<file path="src/rtl/line_drawer_pkg.sv">
// line_drawer_pkg
//   Shared types and defaults for the Bresenham line rasteriser.
//   state_t  : controller states (CLEAR only reachable with CLEAR_LINE_DRAWER_EN)
//   coord_t  : 11-bit unsigned screen coordinate
//   err_t    : 12-bit signed Bresenham error / delta
//   abs_diff : |a-b| for unsigned coordinates
package line_drawer_pkg;

  localparam int unsigned H_PIXELS_DEF = 640;
  localparam int unsigned V_PIXELS_DEF = 480;

  typedef enum logic [2:0] {
    IDLE,
    SETUP,
    DRAW,
    DONE,
    CLEAR
  } state_t;

  typedef logic [10:0]        coord_t;
  typedef logic signed [11:0] err_t;

  function automatic coord_t abs_diff(input coord_t a, input coord_t b);
    return (a > b) ? (a - b) : (b - a);
  endfunction

endpackage

</file>
<file path="src/rtl/line_drawer.sv">
// line_drawer
//   Bresenham line rasteriser feeding the 640x480 1-bpp framebuffer write port.
//   One pixel write per clock; pixels outside the visible area are suppressed
//   but still consume a DRAW cycle.
//   Optional feature: define CLEAR_LINE_DRAWER_EN to build the full-screen
//   clear (raster sweep writing colour 0 to every visible pixel).
// Ports
//   clk50        : clock
//   reset_n      : synchronous active-low reset
//   start        : line request, sampled only in IDLE
//   x0,y0,x1,y1  : endpoints, latched on accepted start
//   color        : pixel colour, latched on accepted start
//   clear        : full-screen clear request (ignored unless CLEAR_LINE_DRAWER_EN)
//   x,y          : pixel coordinate to framebuffer
//   pixel_color  : pixel value to framebuffer
//   pixel_write  : write strobe
//   busy         : high from the cycle after acceptance until done
//   done         : one-cycle completion pulse
module line_drawer
  import line_drawer_pkg::*;
#(
  parameter int unsigned H_PIXELS = H_PIXELS_DEF,
  parameter int unsigned V_PIXELS = V_PIXELS_DEF
) (
  input  logic         clk50,
  input  logic         reset_n,
  input  logic         start,
  input  logic [10:0]  x0,
  input  logic [10:0]  y0,
  input  logic [10:0]  x1,
  input  logic [10:0]  y1,
  input  logic         color,
  input  logic         clear,
  output logic [10:0]  x,
  output logic [10:0]  y,
  output logic         pixel_color,
  output logic         pixel_write,
  output logic         busy,
  output logic         done
);

  localparam coord_t H_LIM = coord_t'(H_PIXELS);
  localparam coord_t V_LIM = coord_t'(V_PIXELS);

  state_t state;

  // Endpoints and colour captured at acceptance
  coord_t lx0, ly0, lx1, ly1;
  logic   lcolor;

  // Walk state: major axis steps every cycle, minor axis on error overflow
  coord_t major, minor, remaining;
  err_t   err, dx, dy;
  logic   steep, ystep_neg;

  // SETUP arithmetic (octant normalisation)
  logic   s_steep;
  coord_t a0, b0, a1, b1;
  coord_t sa0, sb0, sa1, sb1;
  err_t   s_dx, s_dy, s_err;

  always_comb begin
    s_steep = abs_diff(ly0, ly1) > abs_diff(lx0, lx1);
    a0 = s_steep ? ly0 : lx0;
    b0 = s_steep ? lx0 : ly0;
    a1 = s_steep ? ly1 : lx1;
    b1 = s_steep ? lx1 : ly1;
    // Always walk from the lower major-axis end
    if (a0 > a1) begin
      sa0 = a1; sb0 = b1;
      sa1 = a0; sb1 = b0;
    end else begin
      sa0 = a0; sb0 = b0;
      sa1 = a1; sb1 = b1;
    end
    s_dx  = err_t'({1'b0, sa1 - sa0});
    s_dy  = err_t'({1'b0, abs_diff(sb0, sb1)});
    s_err = -(s_dx >>> 1);
  end

  // DRAW arithmetic
  err_t   err_sum;
  coord_t out_x, out_y;
  logic   clipped;

  always_comb begin
    err_sum = err + dy;
    out_x   = steep ? minor : major;
    out_y   = steep ? major : minor;
    clipped = (out_x >= H_LIM) || (out_y >= V_LIM);
  end

`ifndef CLEAR_LINE_DRAWER_EN
  logic unused_clear;
  assign unused_clear = clear;
`endif

  always_ff @(posedge clk50) begin
    if (!reset_n) begin
      state       <= IDLE;
      x           <= '0;
      y           <= '0;
      pixel_color <= 1'b0;
      pixel_write <= 1'b0;
      busy        <= 1'b0;
      done        <= 1'b0;
      lx0         <= '0;
      ly0         <= '0;
      lx1         <= '0;
      ly1         <= '0;
      lcolor      <= 1'b0;
      major       <= '0;
      minor       <= '0;
      remaining   <= '0;
      err         <= '0;
      dx          <= '0;
      dy          <= '0;
      steep       <= 1'b0;
      ystep_neg   <= 1'b0;
    end else begin
      pixel_write <= 1'b0;
      done        <= 1'b0;
      case (state)
        IDLE: begin
          // done is visible while already back in IDLE; requests in that
          // cycle are dropped rather than starting a new line.
`ifdef CLEAR_LINE_DRAWER_EN
          if (clear && !done) begin
            state <= CLEAR;
            busy  <= 1'b1;
            major <= '0;
            minor <= '0;
          end else
`endif
          if (start && !done) begin
            lx0    <= x0;
            ly0    <= y0;
            lx1    <= x1;
            ly1    <= y1;
            lcolor <= color;
            busy   <= 1'b1;
            state  <= SETUP;
          end
        end

        SETUP: begin
          steep     <= s_steep;
          major     <= sa0;
          minor     <= sb0;
          remaining <= sa1 - sa0;
          dx        <= s_dx;
          dy        <= s_dy;
          err       <= s_err;
          ystep_neg <= sb1 < sb0;
          state     <= DRAW;
        end

        DRAW: begin
          x           <= out_x;
          y           <= out_y;
          pixel_color <= lcolor;
          pixel_write <= !clipped;
          if (!err_sum[11]) begin
            minor <= ystep_neg ? (minor - 1'b1) : (minor + 1'b1);
            err   <= err_sum - dx;
          end else begin
            err   <= err_sum;
          end
          major <= major + 1'b1;
          if (remaining == '0) begin
            state <= DONE;
          end else begin
            remaining <= remaining - 1'b1;
          end
        end

        DONE: begin
          busy  <= 1'b0;
          done  <= 1'b1;
          state <= IDLE;
        end

`ifdef CLEAR_LINE_DRAWER_EN
        CLEAR: begin
          // major/minor double as the raster column/row counters
          x           <= major;
          y           <= minor;
          pixel_color <= 1'b0;
          pixel_write <= 1'b1;
          if (major == H_LIM - 1'b1) begin
            major <= '0;
            if (minor == V_LIM - 1'b1) begin
              state <= DONE;
            end else begin
              minor <= minor + 1'b1;
            end
          end else begin
            major <= major + 1'b1;
          end
        end
`endif

        default: state <= IDLE;
      endcase
    end
  end

endmodule

</file>
<file path="config.mk">
export PLATFORM = sky130hd
export DESIGN_NAME = line_drawer
export DESIGN_NICKNAME = d
export VERILOG_FILES = /design/src/rtl/line_drawer_pkg.sv /design/src/rtl/line_drawer.sv
export SDC_FILE = /design/constraint.sdc
export NUM_CORES = 1
export LEC_CHECK = 0
export ABC_AREA = 1
export ABC_CLOCK_PERIOD_IN_PS = 8600
export BUFFER_PORTS_ARGS = -buffer_cell sky130_fd_sc_hd__buf_4
export CORE_ASPECT_RATIO = 0.7
export CORE_UTILIZATION = 40
export DETAILED_ROUTE_END_ITERATION = 12
export PLACE_DENSITY = 0.68
export SLEW_MARGIN = 5
export SYNTH_ARGS = -nofsm -noshare
export SYNTH_HDL_FRONTEND = slang
export SYNTH_SLANG_ARGS = --single-unit
</file>
<file path="constraint.sdc">
create_clock -name clk50 -period 8.6 [get_ports clk50]
set_input_delay 0.86 -clock clk50 [delete_from_list [all_inputs] [get_ports clk50]]
set_output_delay 0.86 -clock clk50 [all_outputs]
set_load 0.05 [all_outputs]
</file>
[Word level (Yosys, flattened, before mapping)]
Cells that the tools add are included.
Storage, ports and cells
  register bits after elaboration: 143
  bits of input ports: 49
  output and inout port bits: 26
  logic and storage cells: 90
Operators by class
  add/sub/neg operators: 14
  magnitude comparators: 8
  equality and inequality tests: 7
  multiplexer cells: 27
  reduce and logical (&&, ||, !) cells: 14
Operator list (count)
  $mux W11: 16
  $sub A11 B11 Y11: 7
  $pmux W11 S2: 3
  $gt A11 B11 Y1: 5
  $pmux W12 S2: 1
  $add A11 B1 Y11 const B: 2
  $sub A11 B1 Y11 const B: 2
  $add A12 B12 Y12: 1
  $mux W12: 1
  $neg A10 Y12: 1
  $reduce_and A2 Y1: 6
  $sub A12 B12 Y12: 1
  $ge A11 B10 Y1 const B: 1
  $ge A11 B9 Y1 const B: 1
  $logic_not A11 Y1: 1
  $lt A11 B11 Y1: 1
  $pmux W3 S3: 1
  $ne A2 B2 Y1 const B: 4
  $eq A3 B2 Y1 const B: 2
  $mux W3: 2
  $reduce_bool A2 Y1: 2
  $eq A3 B1 Y1 const B: 1
  $logic_not A3 Y1: 1
  $logic_not A1 Y1: 2
  other kinds (4): 5

[Depth between registers and ports, before layout]
  depth after elaboration: 9
  gate-level depth with buffers: 59

[Worst setup path before layout]
Ideal clock, no wire load.
  kind: register to register
  from: reg lx0[2]
  to: reg dy[9]
  arrival time: 7765 ps
  required time: 8485 ps
  setup slack: 719 ps
  cell stages (with the launch flop): 53
  buffers on the path: 9
  cell sequence: dfxtp_1 -> inv_1 -> ha_1 -> a21oi_1 -> nand2_1 -> a21oi_1 -> o21bai_1 -> a21oi_1 -> o21ai_0 -> a21oi_1 -> nor2_1 -> o21ai_1 -> buf_2 -> o21ai_0 -> xor2_1 -> ha_1 -> nand2_1 -> inv_2 -> (+17 left out) -> clkbuf_1 -> buf_1 -> nand2_1 -> o21ai_0 -> inv_1 -> ha_1 -> a21oi_1 -> o21ai_0 -> a21boi_0 -> o21ai_0 -> a21boi_0 -> o21ai_0 -> nand2_1 -> clkbuf_1 -> o21ai_0 -> xor2_1 -> o21ai_0 -> inv_1
Between the ends
  word-level cells in the longest chain between the ends: 8
RTL lines
  start, declared: line line_drawer.sv:48  | coord_t lx0, ly0, lx1, ly1;
  start signal, assigned: line line_drawer.sv:107  | lx0 <= '0;
  start signal, assigned: line line_drawer.sv:136  | lx0 <= x0;
  $sub A11 B11 Y11 or $gt A11 B11 Y1 (tied branches): line line_drawer_pkg.sv:24  | return (a > b) ? (a - b) : (b - a);
  $mux W11: line line_drawer_pkg.sv:24
  $gt A11 B11 Y1: line line_drawer.sv:63  | s_steep = abs_diff(ly0, ly1) > abs_diff(lx0, lx1);
  $mux W11, on equally long branches: line line_drawer.sv:64, line_drawer.sv:66
  $gt A11 B11 Y1: line line_drawer.sv:69  | if (a0 > a1) begin
  $mux W11: line line_drawer.sv:69
  $sub A11 B11 Y11 or $gt A11 B11 Y1 (tied branches): line line_drawer_pkg.sv:24
  $mux W11 (*): line line_drawer_pkg.sv:24
  end signal, assigned: line line_drawer.sv:152  | dy <= s_dy;
  end, declared: line line_drawer.sv:53  | err_t err, dx, dy;
Every way passes the cells marked *; elsewhere a longest branch is shown, timed or not.
A chain may end at the register's enable or synchronous reset.

[Final worst setup path]
  from: reg lx0[2]
  to: reg dy[4]
Same word-level chain as after synthesis.

==> metrics.yaml <==
status: "complete, no violations"
final_max_slew_viol_count: 0
num-fill-cells: 3082
drt-pass1-iter-count: 8
synth_seq_cells: 142
drc_errors: 0
die_y_um: 148
startpoint_type: "flop"
cts_tree: "yes"
ios: 75
io_buffers: 73
grt_pass1_wl_mm: 58.9
finalWeightedCongestion: 0.972
cap_violations: 0
ys_types: 53
antenna_found_initial: 0
clock_skew_ps: 13.6
routedWlPerCell_um: 15.8
r2r_cells: 45
worstPathRequired_ps: 8950
crit_start: "lx0[2]"
drt_iter0_markers: 1164
cts_buffer_depth: 2
num_rows: 53
htreeDepth: 4
postLayoutCoreUtil_pct: 46.0
hold_start: "lcolor"
arrival_ps: 8430
numCtsBuffers: 17
worstSetupPathType: "flop to flop"
num_vias: 12183
wl_mm: 36.3
final_nets: 2058
cts_hold_buf: 0
setup_violations: 0
slew_headroom_pct: 38.8
async_reset_ff_share_pct: 0
n_antenna_cell: 0
synth_area_sq_um: 12200
regArea_sq_um: 2840
grt_overflow: 0
r2r-start: "lx0[2]"
start_util_pct: 40.8
finalSetupTns_ps: 0
clkTransAtPathRegs_ps: 70
core_area_sq_um: 30000
clockRootBuffer: "clkbuf_16"
die_w_um: 211
fin_crit_sh_pct: 93.9
critical-path-max-stage-delay_ps: 460
viasPerCell: 5.30
crit_top_cell: "nand2_1"
grt_max_degree: 92
grt_pass1_vias: 11086
period_needed_ps: 8080
ant_nets: 0
synth.avg_cell_area_sq_um: 6.66
clk_latency_ps: 460
hold_viol: 0
dieArea_sq_um: 31300
crit_slowest_cell: "ha_1"
r2r_slack_ps: 520
cp-end-kind: "flop"
cp_max_fo: 40
max_clock_freq_mhz: 124
final_cell_mix: "nand2_1 (380), inv_1 (269), o21ai_0 (196)"
area_growth_pct: 12.9
grt_use_total_pct: 23.8
synth_flop_cell: "dfxtp_1"
dpl.hpwl_mm: 27.8
synth_edf_count: 0
tightest_slew_ps: 917
rsz0062_at_grt: "no"
worstHoldPathType: "flop to flop"
layout_commonest_cell: "nand2_1"
clkSinkCount: 142
drive_gt1_share_pct: 11.4
hold_depth: 2
multi_input_area_sq_um: 8030
syn_nets: 2022
syn_inst: 1839
ys_warn_count: 0
ys_seq_area_share_pct: 23.2
## cell usage after synthesis (2+ instances only)
cell type | number | area (sq um)
nand3_1 | 85 | 425
or2_2 | 5 | 31.3
o21ai_1 | 12 | 60.1
nor2_2 | 6 | 37.5
nand2_2 | 15 | 93.8
nand2_4 | 2 | 22.5
a21boi_0 | 2 | 15.0
mux2i_1 | 8 | 80.1
nor3_1 | 9 | 45.0
buf_6 | 5 | 56.3
buf_2 | 4 | 20.0
a2111oi_0 | 2 | 17.5
a221oi_1 | 6 | 52.6
inv_1 | 270 | 1010
nand2_1 | 381 | 1430
inv_2 | 13 | 48.8
o2111ai_1 | 2 | 17.5
nand4_1 | 8 | 50.1
nor4_1 | 4 | 25.0
nand3_4 | 2 | 35.0
xnor2_1 | 28 | 245
o21bai_1 | 8 | 60.1
dfxtp_1 | 142 | 2840
a21oi_2 | 5 | 43.8
buf_1 | 13 | 48.8
nor2_1 | 70 | 263
ha_1 | 125 | 1560
mux2_2 | 3 | 33.8
nand3b_1 | 2 | 15.0
xor2_1 | 37 | 324
nand3_2 | 6 | 60.1
a31oi_1 | 2 | 12.5
a21oi_1 | 182 | 911
o211ai_1 | 77 | 578
a211oi_1 | 3 | 22.5
o21ai_0 | 201 | 1010
fa_1 | 9 | 180
clkbuf_1 | 59 | 221
o21ai_2 | 9 | 78.8
o221ai_1 | 4 | 35.0
## worst paths after layout
path / endpoint
worst min register to register: lcolor
worst min-delay path: lcolor
worst max-delay path: dy[4]
worst max register to register: dy[4]
## cells by family (layout without fill, tap and decap cells)
| group | Yosys count | count (layout) | share of synthesized area (%) |
|---|---|---|---|
| buffers and inverters | 366 | 415 | 11.6 |
| AOI/OAI and AO/OA | 521 | 521 | 24.2 |
| adders and majority gates | 134 | 134 | 14.2 |
| muxes | 11 | 11 | 0.930 |
| DFF | 142 | 142 | 23.2 |
| and+or+nand+nor | 600 | 600 | 21.2 |
| xor gates and xnor gates | 65 | 65 | 4.65 |
## metal layers
metal  global-route usage, %  vias up  part of all wire, %
li1                        -     6154                    -
met4                    6.34        0                  1.5
met2                    33.7      372                   40
met5                       0        -                    0
met1                    36.0     5617                   51
met3                    4.62       40                  7.2
## area by class of cell
class                      count  share of cell area (%)
clock buffer                  17                    3.08
clock inverter                15                    1.25
inverter                     284                    7.71
multi-input combinational   1331                    58.0
sequential                   142                    20.6
tap                          412                    3.73
timing repair buffer          99                    5.64
## metrics by stage
step	setup slack (ps)	hold slack [ps]	cells	cell area, sq um
final	524	465	2300	13800
after global routing	13.1	484	2300	13800
after CTS	143	470	2298	13800
after detailed placement	202	460	2266	13200
after global placement	467	452	2266	13200
after floorplan	719	430	1839	12200
## worst max-delay path, delay by kind of cell (launching register included)
kind / cells / cell delay, ps
XOR/XNOR: 2 / 300
AO/OA/AOI/OAI: 14 / 2330
flip-flops: 1 / 390
adder cells (fa/ha/maj): 4 / 1490
buffers and inverters: 7 / 1020
AND/OR/NAND/NOR: 18 / 2360
## registers in the layout, indices dropped and copies added (netlist names), 2 cells and up
name / cells
dx: 11
minor: 11
state: 2
ly1: 11
remaining: 11
y: 11
major: 11
ly0: 11
x: 11
dy: 11
lx1: 11
err: 12
lx0: 11
## what timing repair did
| action | 4_1_cts | 5_1_grt |
|---|---|---|
| setup endpoints to repair | 0 | 10 |
| setup buffers | 0 | 2 |
| gates resized for setup | 0 | 21 |
Power is not shown: default switching activity piles up to over one toggle a cycle in this logic, so the estimate is an artifact.
